<file path="src/rtl/jtcop_vsig.sv">
// Video signature: blanks and registers the mixer colour, measures frame geometry and CRC-16s the active pixels.
// Colour/blank outputs lag 1 pxl_cen; status byte lags st_addr by 1 clk; no backpressure (free-running video).
module jtcop_vsig #(
  parameter logic [15:0] CRC_POLY = 16'h1021,
  parameter logic [15:0] CRC_INIT = 16'hFFFF
) (
  input  logic       clk,
  input  logic       rst,
  input  logic       pxl_cen,
  input  logic       LHBL_dly,
  input  logic       LVBL_dly,
  input  logic [7:0] red,
  input  logic [7:0] green,
  input  logic [7:0] blue,
  output logic [7:0] red_o,
  output logic [7:0] green_o,
  output logic [7:0] blue_o,
  output logic       LHBL_o,
  output logic       LVBL_o,
  input  logic [2:0] st_addr,
  output logic [7:0] st_dout
);

  // 24 serial shifts of the generator, MSB first, unrolled into one clock
  function automatic logic [15:0] crc24(input logic [15:0] c, input logic [23:0] d);
    logic [15:0] r;
    r = c;
    for (int i = 23; i >= 0; i--)
      r = {r[14:0], 1'b0} ^ (((r[15] ^ d[i]) == 1'b1) ? CRC_POLY : 16'd0);
    return r;
  endfunction

  logic        hb_l, vb_l;
  logic [8:0]  line_cnt, cur_w, cur_h, act_w, act_h;
  logic [15:0] crc, crc_q;
  logic [7:0]  frame_cnt;

  logic        act, hb_fall, vb_rise, vb_fall, line_close;
  logic [8:0]  cur_h_nxt;
  logic [23:0] rgb;

  assign rgb        = {red, green, blue};
  assign act        = pxl_cen & LHBL_dly & LVBL_dly;
  assign hb_fall    = pxl_cen & hb_l & ~LHBL_dly;
  assign vb_rise    = pxl_cen & ~vb_l & LVBL_dly;
  assign vb_fall    = pxl_cen & vb_l & ~LVBL_dly;
  assign line_close = hb_fall & (line_cnt != 9'd0);
  assign cur_h_nxt  = (cur_h == 9'h1FF) ? cur_h : cur_h + 9'd1;

  always_ff @(posedge clk or posedge rst) begin
    if (rst) begin
      red_o     <= 8'd0;
      green_o   <= 8'd0;
      blue_o    <= 8'd0;
      LHBL_o    <= 1'b0;
      LVBL_o    <= 1'b0;
      hb_l      <= 1'b0;
      vb_l      <= 1'b0;
      line_cnt  <= 9'd0;
      cur_w     <= 9'd0;
      cur_h     <= 9'd0;
      act_w     <= 9'd0;
      act_h     <= 9'd0;
      crc       <= CRC_INIT;
      crc_q     <= 16'd0;
      frame_cnt <= 8'd0;
    end else begin
      if (pxl_cen) begin
        hb_l    <= LHBL_dly;
        vb_l    <= LVBL_dly;
        LHBL_o  <= LHBL_dly;
        LVBL_o  <= LVBL_dly;
        red_o   <= (LHBL_dly & LVBL_dly) ? red   : 8'd0;
        green_o <= (LHBL_dly & LVBL_dly) ? green : 8'd0;
        blue_o  <= (LHBL_dly & LVBL_dly) ? blue  : 8'd0;
      end
      // A pixel landing on the frame-start edge is the first pixel of the new frame
      if (vb_rise) begin
        crc      <= act ? crc24(CRC_INIT, rgb) : CRC_INIT;
        line_cnt <= act ? 9'd1 : 9'd0;
        cur_h    <= 9'd0;
      end else begin
        if (act)
          crc <= crc24(crc, rgb);
        if (line_close) begin
          cur_w <= line_cnt;
          cur_h <= cur_h_nxt;
        end
        if (hb_fall)
          line_cnt <= 9'd0;
        else if (act && line_cnt != 9'h1FF)
          line_cnt <= line_cnt + 9'd1;
      end
      // Line close on the same pxl_cen is folded into the frame latch
      if (vb_fall) begin
        crc_q     <= crc;
        act_w     <= line_close ? line_cnt  : cur_w;
        act_h     <= line_close ? cur_h_nxt : cur_h;
        frame_cnt <= frame_cnt + 8'd1;
      end
    end
  end

  always_ff @(posedge clk or posedge rst) begin
    if (rst) begin
      st_dout <= 8'd0;
    end else begin
      case (st_addr)
        3'd0:    st_dout <= crc_q[7:0];
        3'd1:    st_dout <= crc_q[15:8];
        3'd2:    st_dout <= act_w[7:0];
        3'd3:    st_dout <= {7'd0, act_w[8]};
        3'd4:    st_dout <= act_h[7:0];
        3'd5:    st_dout <= {7'd0, act_h[8]};
        3'd6:    st_dout <= frame_cnt;
        default: st_dout <= 8'hFF;
      endcase
    end
  end

endmodule

</file>
<file path="config.mk">
export PLATFORM = sky130hd
export DESIGN_NAME = jtcop_vsig
export DESIGN_NICKNAME = d
export VERILOG_FILES = /design/src/rtl/jtcop_vsig.sv
export SDC_FILE = /design/constraint.sdc
export NUM_CORES = 1
export LEC_CHECK = 0
export CAP_MARGIN = 20
export CORE_UTILIZATION = 35
export CTS_BUF_LIST = sky130_fd_sc_hd__clkbuf_2 sky130_fd_sc_hd__clkbuf_4 sky130_fd_sc_hd__clkbuf_8
export DETAILED_ROUTE_END_ITERATION = 10
export PLACE_DENSITY_LB_ADDON = 0.08
export REMOVE_ABC_BUFFERS = 1
export SYNTH_ARGS = -nofsm -noshare
export SYNTH_HDL_FRONTEND = slang
export SYNTH_SLANG_ARGS = --single-unit
export TNS_END_PERCENT = 100
</file>
<file path="constraint.sdc">
create_clock -name clk -period 4.89 [get_ports clk]
set_input_delay 0.978 -clock clk [delete_from_list [all_inputs] [get_ports clk]]
set_output_delay 0.978 -clock clk [all_outputs]
set_load 0.01 [all_outputs]
</file>
==> reports/qor.txt <==
Die Wd - 141 um
Routed Wire Length - 16.9 mm
Fmax - 308 MHz
Syn Inst Count - 680
layout cells sized above 1 - 10.9%
worst hold path class - reg2reg
Port Buf Inserts - 65
Synth Area in Adders - 0.926%
Worst EP required - 5260 ps
CTS H-tree depth - 4
die area - 19900 um^2
initial antenna violation count - 0
filler cell count - 1836
hold buffers post-CTS - 0
Simple-Gate Fraction of Synth Area - 12.7%
Synth Area in Compound Gates - 9.79%
Worst-path clk slew - 70 ps
DIE HEIGHT - 141 um
reg2reg end - act_h[5]
Unique masters post-synth - 51
GPL Wtd Cong - 0.866
startpoint types - input pin
post-route clock period utilization - 66.4%
Seq/Total Area, Yosys - 44.4%
worst clock skew - 6.00 ps
largest net degree at the start of global routing - 75
Yosys top cell by area - dfrtp_1
Area Overhead vs Synth - 19.6%
grt ovf - 0
share of the synthesized area in the top cell type - 38.1%
Initial Util - 35.9%
CTS Buffer Depth - 2
routed length per instance - 16.8 um
post-cts sizing count - 0
max_cap viols - 0
mux cell area share after synthesis - 4.26%
num rows - 50
#FFs+latches synth - 119
hold_ws - 474 ps
Worst Tran Pin Value - 1000 ps
Async SR Flop Fraction - 100%
worst-case reg-to-reg path depth - 8
Antenna Cells - 0
CP Max Fanout - 4
final hold viol count - 0
via count - 4861
R2R Setup Slk - 2150 ps
critical path start-end classification - in2reg
total power - 5.17 mW
top cells by count, synth - 125 x nand2_1, 103 x dfrtp_1, 83 x xnor2_1
clock sinks - 119
Slew headroom - 32.9%
HPWL after detailed placement - 12.2 mm
RSZ-0062 raised after global routing - no
combinational family with the most area after synthesis - XOR/XNOR gates
Synth Area in XOR/XNOR - 24.0%
dominant cells by area after synthesis - dfrtp_1 38%, xnor2_1 11%, nand2_1 6.9%
Core ar. - 18800 um^2
gr usage total - 18.4%
worst slack, placed - 1280 ps
Antenna Nets Post-Route - 0
Leakage Power - 3.58 nW
first-pass GRT wire length - 27.8 mm
number of flops mapped to enable cells by yosys - 0
vias in the first global route - 5020
CP Data Arrival Time - 3620 ps
Most used DFF post-synth - dfrtp_1
status - completed
VDD IR-drop max - 0.000512 V
Cell Area, Placed - 7630 um^2
1st-pass router iterations - 4
max incr delay on CP - 590 ps
I/O Pins - 66
Hold Path Stages - 2
Hold EP - crc_q[7]
slowest cell on the critical path - xnor3_1
critical path's top delay family - XOR/XNOR gates
drt drc - 0
crit path cell chain - clkdlybuf4s50_1 > xnor2_1 > xnor3_1 > xor2_1 > xnor2_1 > xor2_1 > o221a_2
Max Transition Viols Final - 0
Yosys Warn Count - 0
HP Start - crc_q[7]
Crit. End Element - flop
clock buffer count from CTS - 17
Starting DRT DRC Count - 337
Avg Cell Area, Syn - 9.94 um^2
Clock Latency Late Sink - 440 ps
power per cell area - 640 nW/um^2
CTS tree - done
R2R Path Start - line_cnt[0]
Root Buffer - clkbuf_8
fin worst setup slack - 1640 ps
Setup Viol. Count Final - 0
post-layout min period - 3250 ps
setup TNS - 0 ps
count leader, synth - nand2_1
design area - 8080 um^2
synthesized area - 6760 um^2
Via density - 4.83
Nets - 771
CP Buf/Inv Count - 1
setup bufs post-CTS - 0
[per-layer routing]
layer	track usage, %	vias up	part of all wire (%)
met5	0	-	0
met4	4.46	0	0.72
met3	3.97	10	4.4
met2	27.8	96	44
met1	26.9	2392	51
li1	-	2363	-
[layout make-up]
| type | instances | area, um^2 | share of cell area (%) |
|---|---|---|---|
| inverters | 31 | 119 | 1.47 |
| clock inverters | 8 | 121 | 1.50 |
| flip-flops and latches | 119 | 3000 | 37.1 |
| repair buffers | 72 | 723 | 8.95 |
| clock buffers | 23 | 298 | 3.69 |
| well taps | 260 | 325 | 4.03 |
| multi-input cells | 493 | 3500 | 43.3 |
[worst min-delay path, stage by stage, from the launching register on]
cell	delay, ps
dfrtp_1	340
nand2_1	50
nand2_1	60
[metrics by stage]
stage	cells	util [%]
2_1_floorplan	643	-
3_3_place_gp	974	40.5
3_5_place_dp	974	40.5
4_1_cts	1005	42.8
5_1_grt	1006	42.9
6_report	1006	42.9
[sequential cells by signal, indices dropped and copies added, names as in the netlist]
signal,cells
vb_l,1
crc,16
red_o,8
act_h,9
cur_h,9
green_o,8
st_dout,8
crc_q,16
cur_w,9
frame_cnt,8
LHBL_o,1
blue_o,8
act_w,9
line_cnt,9
[where the power goes]
| group | internal [mW] | total [mW] | switching, mW |
|---|---|---|---|
| combinational | 1.51 | 2.81 | 1.30 |
| sequential | 1.22 | 1.41 | 0.185 |
| clock | 0.557 | 0.959 | 0.402 |
[kinds of logic after synthesis]
logic type,count (synthesis)
buf+inv,68
compound gates,112
mux,24
fa+ha+maj,5
xor+xnor,149
flops,119
simple gates,203
[layout by cell type, fill, tap and decap left out, types with 7 or more instances in the layout]
cell	instances
o22ai_1	7
a21oi_1	21
clkdlybuf4s50_1	65
nand4_1	10
nand2_1	125
xnor2_1	83
dfstp_2	16
xnor3_1	13
nor2_1	42
o21ai_0	58
mux2i_1	13
xor2_1	42
dfrtp_1	103
inv_1	30
mux2_2	8
clkbuf_8	20
[worst max path at each step]
| stage | slack, ps | cells past startpoint | end | from |
|---|---|---|---|---|
| finish | 1640 | 7 | crc[7] | red[6] |
| global route | 1610 | 7 | crc[7] | red[6] |
| CTS | 1730 | 7 | crc[9] | red[7] |
| detailed placement | 1280 | 7 | crc[7] | red[6] |
| global placement | 1300 | 7 | crc[7] | red[6] |
| floorplan | 780 | 1 | LHBL_o | rst |
Power figures use the tool's default switching activity.
